File: src/rtl/serial_arb_pkg.sv
// Shared types and defaults for the serial bus arbiter.
package serial_arb_pkg;

  typedef enum logic [2:0] {
    StIdle  = 3'd0,
    StSetup = 3'd1,
    StOwned = 3'd2,
    StDrain = 3'd3,
    StGuard = 3'd4
  } t_arb_state;

  localparam int unsigned DefSetupCycles = 2;
  localparam int unsigned DefGuardCycles = 4;

  function automatic int unsigned max_u(input int unsigned a, input int unsigned b);
    return (a > b) ? a : b;
  endfunction

endpackage

File: src/rtl/rr_select.sv
// Combinational round-robin picker: first requester at or after ptr, wrapping to 0.
module rr_select #(
  parameter int unsigned NUM_CLIENTS = 2,
  parameter int unsigned PTR_W       = 1
) (
  input  logic [NUM_CLIENTS-1:0] in_req,
  input  logic [PTR_W-1:0]       in_ptr,
  output logic [NUM_CLIENTS-1:0] out_onehot,
  output logic [PTR_W-1:0]       out_idx,
  output logic                   out_valid
);

  always_comb begin
    out_onehot = '0;
    out_idx    = '0;
    out_valid  = 1'b0;
    // First pass covers ptr..N-1; the second pass only fires when that range is empty.
    for (int i = 0; i < int'(NUM_CLIENTS); i++) begin
      if (!out_valid && in_req[i] && (i >= int'(in_ptr))) begin
        out_valid     = 1'b1;
        out_onehot[i] = 1'b1;
        out_idx       = PTR_W'(i);
      end
    end
    for (int i = 0; i < int'(NUM_CLIENTS); i++) begin
      if (!out_valid && in_req[i]) begin
        out_valid     = 1'b1;
        out_onehot[i] = 1'b1;
        out_idx       = PTR_W'(i);
      end
    end
  end

endmodule

File: src/rtl/serial_bus_arbiter.sv
// Shares one serial bus master between NUM_CLIENTS requesters with a
// setup / owned / drain / guard handshake around every grant.
module serial_bus_arbiter
  import serial_arb_pkg::*;
#(
  parameter int unsigned NUM_CLIENTS  = 2,
  parameter int unsigned BUS_BITS     = 16,
  parameter int unsigned SETUP_CYCLES = DefSetupCycles,
  parameter int unsigned GUARD_CYCLES = DefGuardCycles
) (
  input  logic                          in_clk,
  input  logic                          in_rst,
  input  logic [NUM_CLIENTS-1:0]        in_cl_select,
  input  logic [NUM_CLIENTS-1:0]        in_cl_enable,
  input  logic [NUM_CLIENTS*BUS_BITS-1:0] in_cl_data,
  output logic [NUM_CLIENTS-1:0]        out_cl_ready,
  output logic [NUM_CLIENTS-1:0]        out_cl_next_word,
  output logic [NUM_CLIENTS-1:0]        out_cl_grant,
  input  logic                          in_bus_ready,
  input  logic                          in_bus_next_word,
  output logic                          out_bus_enable,
  output logic [BUS_BITS-1:0]           out_bus_data,
  output logic [NUM_CLIENTS-1:0]        out_bus_select
);

  localparam int unsigned PtrW = $clog2(NUM_CLIENTS);
  localparam int unsigned CntW = $clog2(max_u(SETUP_CYCLES, GUARD_CYCLES)) + 1;

  t_arb_state             r_state, w_state_next;
  logic [NUM_CLIENTS-1:0] r_grant, w_grant_next;
  logic [PtrW-1:0]        r_ptr, w_ptr_next;
  logic [CntW-1:0]        r_cnt, w_cnt_next;

  logic [NUM_CLIENTS-1:0] w_win_onehot;
  logic [PtrW-1:0]        w_win_idx;
  logic                   w_win_valid;
  logic                   w_owner_sel;

  rr_select #(
    .NUM_CLIENTS (NUM_CLIENTS),
    .PTR_W       (PtrW)
  ) u_rr_select (
    .in_req     (in_cl_select),
    .in_ptr     (r_ptr),
    .out_onehot (w_win_onehot),
    .out_idx    (w_win_idx),
    .out_valid  (w_win_valid)
  );

  assign w_owner_sel = |(in_cl_select & r_grant);

  always_comb begin
    w_state_next = r_state;
    w_grant_next = r_grant;
    w_ptr_next   = r_ptr;
    w_cnt_next   = r_cnt;
    case (r_state)
      StIdle: begin
        if (w_win_valid) begin
          w_state_next = StSetup;
          w_grant_next = w_win_onehot;
          w_ptr_next   = (w_win_idx == PtrW'(NUM_CLIENTS - 1)) ? '0 : w_win_idx + PtrW'(1);
          w_cnt_next   = '0;
        end
      end
      StSetup: begin
        // An owner abandoning during setup skips drain: nothing reached the master yet.
        if (!w_owner_sel) begin
          w_state_next = StGuard;
          w_cnt_next   = '0;
        end else if (r_cnt == CntW'(SETUP_CYCLES - 1)) begin
          w_state_next = StOwned;
          w_cnt_next   = '0;
        end else begin
          w_cnt_next = r_cnt + CntW'(1);
        end
      end
      StOwned: begin
        if (!w_owner_sel) begin
          w_state_next = StDrain;
          w_cnt_next   = '0;
        end
      end
      StDrain: begin
        if (in_bus_ready) begin
          w_state_next = StGuard;
          w_cnt_next   = '0;
        end
      end
      StGuard: begin
        if (r_cnt == CntW'(GUARD_CYCLES - 1)) begin
          w_state_next = StIdle;
          w_grant_next = '0;
          w_cnt_next   = '0;
        end else begin
          w_cnt_next = r_cnt + CntW'(1);
        end
      end
      default: begin
        w_state_next = StIdle;
        w_grant_next = '0;
        w_cnt_next   = '0;
      end
    endcase
  end

  always_ff @(posedge in_clk or negedge in_rst) begin
    if (!in_rst) begin
      r_state <= StIdle;
      r_grant <= '0;
      r_ptr   <= '0;
      r_cnt   <= '0;
    end else begin
      r_state <= w_state_next;
      r_grant <= w_grant_next;
      r_ptr   <= w_ptr_next;
      r_cnt   <= w_cnt_next;
    end
  end

  assign out_cl_grant = r_grant;

  always_comb begin
    out_bus_select   = '0;
    out_bus_enable   = 1'b0;
    out_bus_data     = '0;
    out_cl_ready     = '0;
    out_cl_next_word = '0;
    case (r_state)
      StSetup: out_bus_select = r_grant;
      StOwned: begin
        out_bus_select   = in_cl_select & r_grant;
        // Enable with select low is never forwarded.
        out_bus_enable   = |(in_cl_enable & in_cl_select & r_grant);
        out_cl_ready     = r_grant & {NUM_CLIENTS{in_bus_ready}};
        out_cl_next_word = r_grant & {NUM_CLIENTS{in_bus_next_word}};
        for (int i = 0; i < int'(NUM_CLIENTS); i++) begin
          out_bus_data = out_bus_data
                       | (in_cl_data[i*BUS_BITS +: BUS_BITS] & {BUS_BITS{r_grant[i]}});
        end
      end
      default: ;
    endcase
  end

endmodule

File: config.mk
export PLATFORM = sky130hd
export DESIGN_NAME = serial_bus_arbiter
export DESIGN_NICKNAME = d
export VERILOG_FILES = /design/src/rtl/serial_arb_pkg.sv /design/src/rtl/rr_select.sv /design/src/rtl/serial_bus_arbiter.sv
export SDC_FILE = /design/constraint.sdc
export NUM_CORES = 1
export LEC_CHECK = 0
export BUFFER_PORTS_ARGS = -buffer_cell sky130_fd_sc_hd__buf_2
export CAP_MARGIN = 20
export CORE_ASPECT_RATIO = 1.75
export CORE_UTILIZATION = 35
export CTS_BUF_LIST = sky130_fd_sc_hd__clkbuf_16
export CTS_CLUSTER_SIZE = 16
export DETAILED_ROUTE_END_ITERATION = 8
export PLACE_DENSITY_LB_ADDON = 0.2
export SLEW_MARGIN = 20
export SYNTH_ARGS = -nofsm -noshare
export SYNTH_HDL_FRONTEND = slang
export SYNTH_SLANG_ARGS = --single-unit
File: constraint.sdc
create_clock -name in_clk -period 3.1 [get_ports in_clk]
set_input_delay 0.465 -clock in_clk [delete_from_list [all_inputs] [get_ports in_clk]]
set_output_delay 0.465 -clock in_clk [all_outputs]
set_load 0.02 [all_outputs]
==> impl_metrics.json <==
{
  "antenna_cells": 0,
  "worstSkewPairLatency_ns": 0.23,
  "netlist_area_sq_um": 894.6,
  "track_usage": 0.1930,
  "postCtsSetupBuffers": 0,
  "cts_made_buffers": 3,
  "critPathMaxStageDelay_ns": 0.67,
  "relSlewSlack": 0.6464,
  "numClockSinks": 9,
  "cp-startpoint": "r_state[1]$_DFFE_PN0P_",
  "wl_um": 2497,
  "dp_cells": 178,
  "power.density_nw_per_um2": 638.4,
  "ios": 65,
  "crit_fanout": 19,
  "max_freq_mhz": 433.6,
  "place_hpwl_um": 2038,
  "drc": 0,
  "fin_crit_ns": 2.306,
  "cts-resized-gates": 0,
  "cp.required_ns": 2.63,
  "detail-route-antenna-nets": 0,
  "final_cells": 182,
  "fin_nets": 202,
  "hold_buffers": 0,
  "synth_edf_count": 0,
  "drt_iter0_markers": 16,
  "topRoutingLayerUsed": "met4",
  "p_switching_mw": 0.3255,
  "path_clk_slew_ns": 0.04,
  "internal_power_mw": 0.4845,
  "synth_top_cell_area_share": 0.2517,
  "tritoncts": "done",
  "gr-total-overflow": 0,
  "start_util": 0.3791,
  "rsz0062_at_grt": "false",
  "ir_worst_vdd_v": 0.0004123,
  "syn_inst": 96,
  "synth_area_per_cell_sq_um": 9.319,
  "wl_met1_um": 918,
  "r2r-end": "r_cnt[2]$_DFFE_PN0P_",
  "worst_clock_skew_ns": 0.001207,
  "dieArea_sq_um": 2770,
  "setup_viol": 0,
  "p_comb_frac": 0.426,
  "fin_crit_sh": 0.7440,
  "rows": 23,
  "crit_type": "flip-flop to primary output",
  "p_leak_nw": 0.6462,
  "worstPathCellList": "nand2b_2 -> nor2_4 -> a32o_1 -> buf_2",
  "endpoint": "out_bus_enable",
  "fp.dieW_um": 40.22,
  "async_reset_ff_frac": 1.000,
  "grt_pass1_vias": 922,
  "ys_ff_latch": 9,
  "startpoint_type": "flip-flop",
  "min_path_type": "input pin to asynchronous set/reset pin",
  "synth_nets": 140,
  "antenna_found_initial": 0,
  "cts_root_buffer": "clkbuf_16",
  "seqPwrFrac": 0.307,
  "core_region_area_sq_um": 2360,
  "place.gp.congestion": 0.8873,
  "cap_violations": 0,
  "htree_num_levels": 1,
  "tightest_slew_ns": 0.5303,
  "hold_viol_final": 0,
  "worst_r2r_path_depth": 4,
  "setup_tns_ns": 0,
  "p_total_mw": 0.8100,
  "final_cell_mix": "64 x buf_2, 17 x a22o_1, 9 x dfrtp_1",
  "reg2reg_from": "r_cnt[0]$_DFFE_PN0P_",
  "pre_cts_slack_ns": 1.046,
  "ys_warn_count": 0,
  "grt_pass1_wl_um": 3732,
  "wl_met3_um": 262,
  "io_buffer_count": 64,
  "end_kind": "primary output",
  "vias_per_cell": 5.648,
  "first_pass_iters": 4,
  "yosysUniqueCellTypes": 30,
  "crit_path_top_delay_cell": "dfrtp_1",
  "finalMaxSlewViolations": 0,
  "status": "finished, final reports clean",
  "cp.arrival_ns": 1.84,
  "areaGrowthSynthToFinish_pct": 41.82,
  "clock_path_buffers": 2,
  "fin_hold_ws_ns": 0.07783,
  "grt_max_degree": 20,
  "synth_area_leaders": "dfrtp_1 25%, a22o_1 17%, ha_1 5.6%",
  "layout-drive-gt1-share": 0.4841,
  "wl_per_cell_um": 13.72,
  "layout_commonest_cell": "buf_2",
  "reg2reg_slack_ns": 1.57,
  "nFillCells": 225,
  "synth_top_area_cell": "dfrtp_1",
  "ys.flop_type": "dfrtp_1",
  "power_frac_clock": 0.267,
  "swShare": 0.4019,
  "die_y_um": 68.88,
  "vias": 1028,
  "setup_ws_ns": 0.7937,
  "wl_met2_um": 1267,
  "yosysSeqAreaShare": 0.2517
}
worst max-delay path, delay by kind of cell (launching register included):
family	cells	cell delay, ns
buffers and inverters	1	0.16
AOI/OAI and AO/OA	1	0.24
DFF	1	0.67
and+or+nand+nor	2	0.55
power groups by stage:
stage	Sequential (mW)	Combinational (mW)	Clock, mW
after floorplan	0.214	0.289	0
after global placement	0.245	0.340	0
after detailed placement	0.248	0.346	0
after CTS	0.247	0.347	0.222
after global routing	0.259	0.393	0.228
final	0.249	0.345	0.216
worst min-delay path by stage:
stage,from,end
3_5_place_dp,in_rst,r_cnt[2]$_DFFE_PN0P_
6_report,in_rst,r_cnt[2]$_DFFE_PN0P_
3_3_place_gp,in_rst,r_cnt[2]$_DFFE_PN0P_
2_1_floorplan,in_rst,out_cl_grant[0]$_DFFE_PN0P_
5_1_grt,in_rst,r_state[1]$_DFFE_PN0P_
4_1_cts,in_rst,r_cnt[2]$_DFFE_PN0P_
synthesized netlist by cell type, drive strengths merged (2+ instances only):
cell type / count
inv: 3
or3: 2
a22o: 17
a32o: 3
o32ai: 2
nor2: 2
o21ai: 3
a31oi: 3
nand2: 6
nand2b: 8
dfrtp: 9
and2: 5
buf: 7
nor2b: 2
a21oi: 7
and3b: 2
ha: 4
per-layer routing:
layer  vias up  GRT usage
met5         -          0
met2        62     0.3488
met1       468     0.1870
li1        494          -
met3         4    0.03205
met4         0     0.1250
stage by stage:
step             util  cell area (sq um)
6_report       0.5376               1269
5_1_grt        0.5376               1269
4_1_cts        0.5376               1269
3_5_place_dp   0.5042               1190
3_3_place_gp   0.5042               1190
2_1_floorplan       -              894.6
registers in the layout, indices dropped and copies added (netlist names):
register,cells
r_ptr,1
r_state,3
r_cnt,3
out_cl_grant,2
kinds of logic after synthesis:
group,after synthesis,share of synthesized area
AO/OA/AOI/OAI,40,0.3608
AND/OR/NAND/NOR,33,0.2559
buffers and inverters,10,0.07552
flip-flops,9,0.2518
adder cells (fa/ha/maj),4,0.05595
area by class of cell:
cell class                 count  area, sq um  share of cell area
clock inverter                 1        3.754            0.002959
sequential                     9        225.2              0.1775
inverter                       3        11.26            0.008876
multi-input combinational     77        601.8              0.4744
clock buffer                   3        75.07             0.05917
tap                           25        31.28             0.02465
timing repair buffer          64        320.3              0.2525
(Power assumes the default switching activity.)
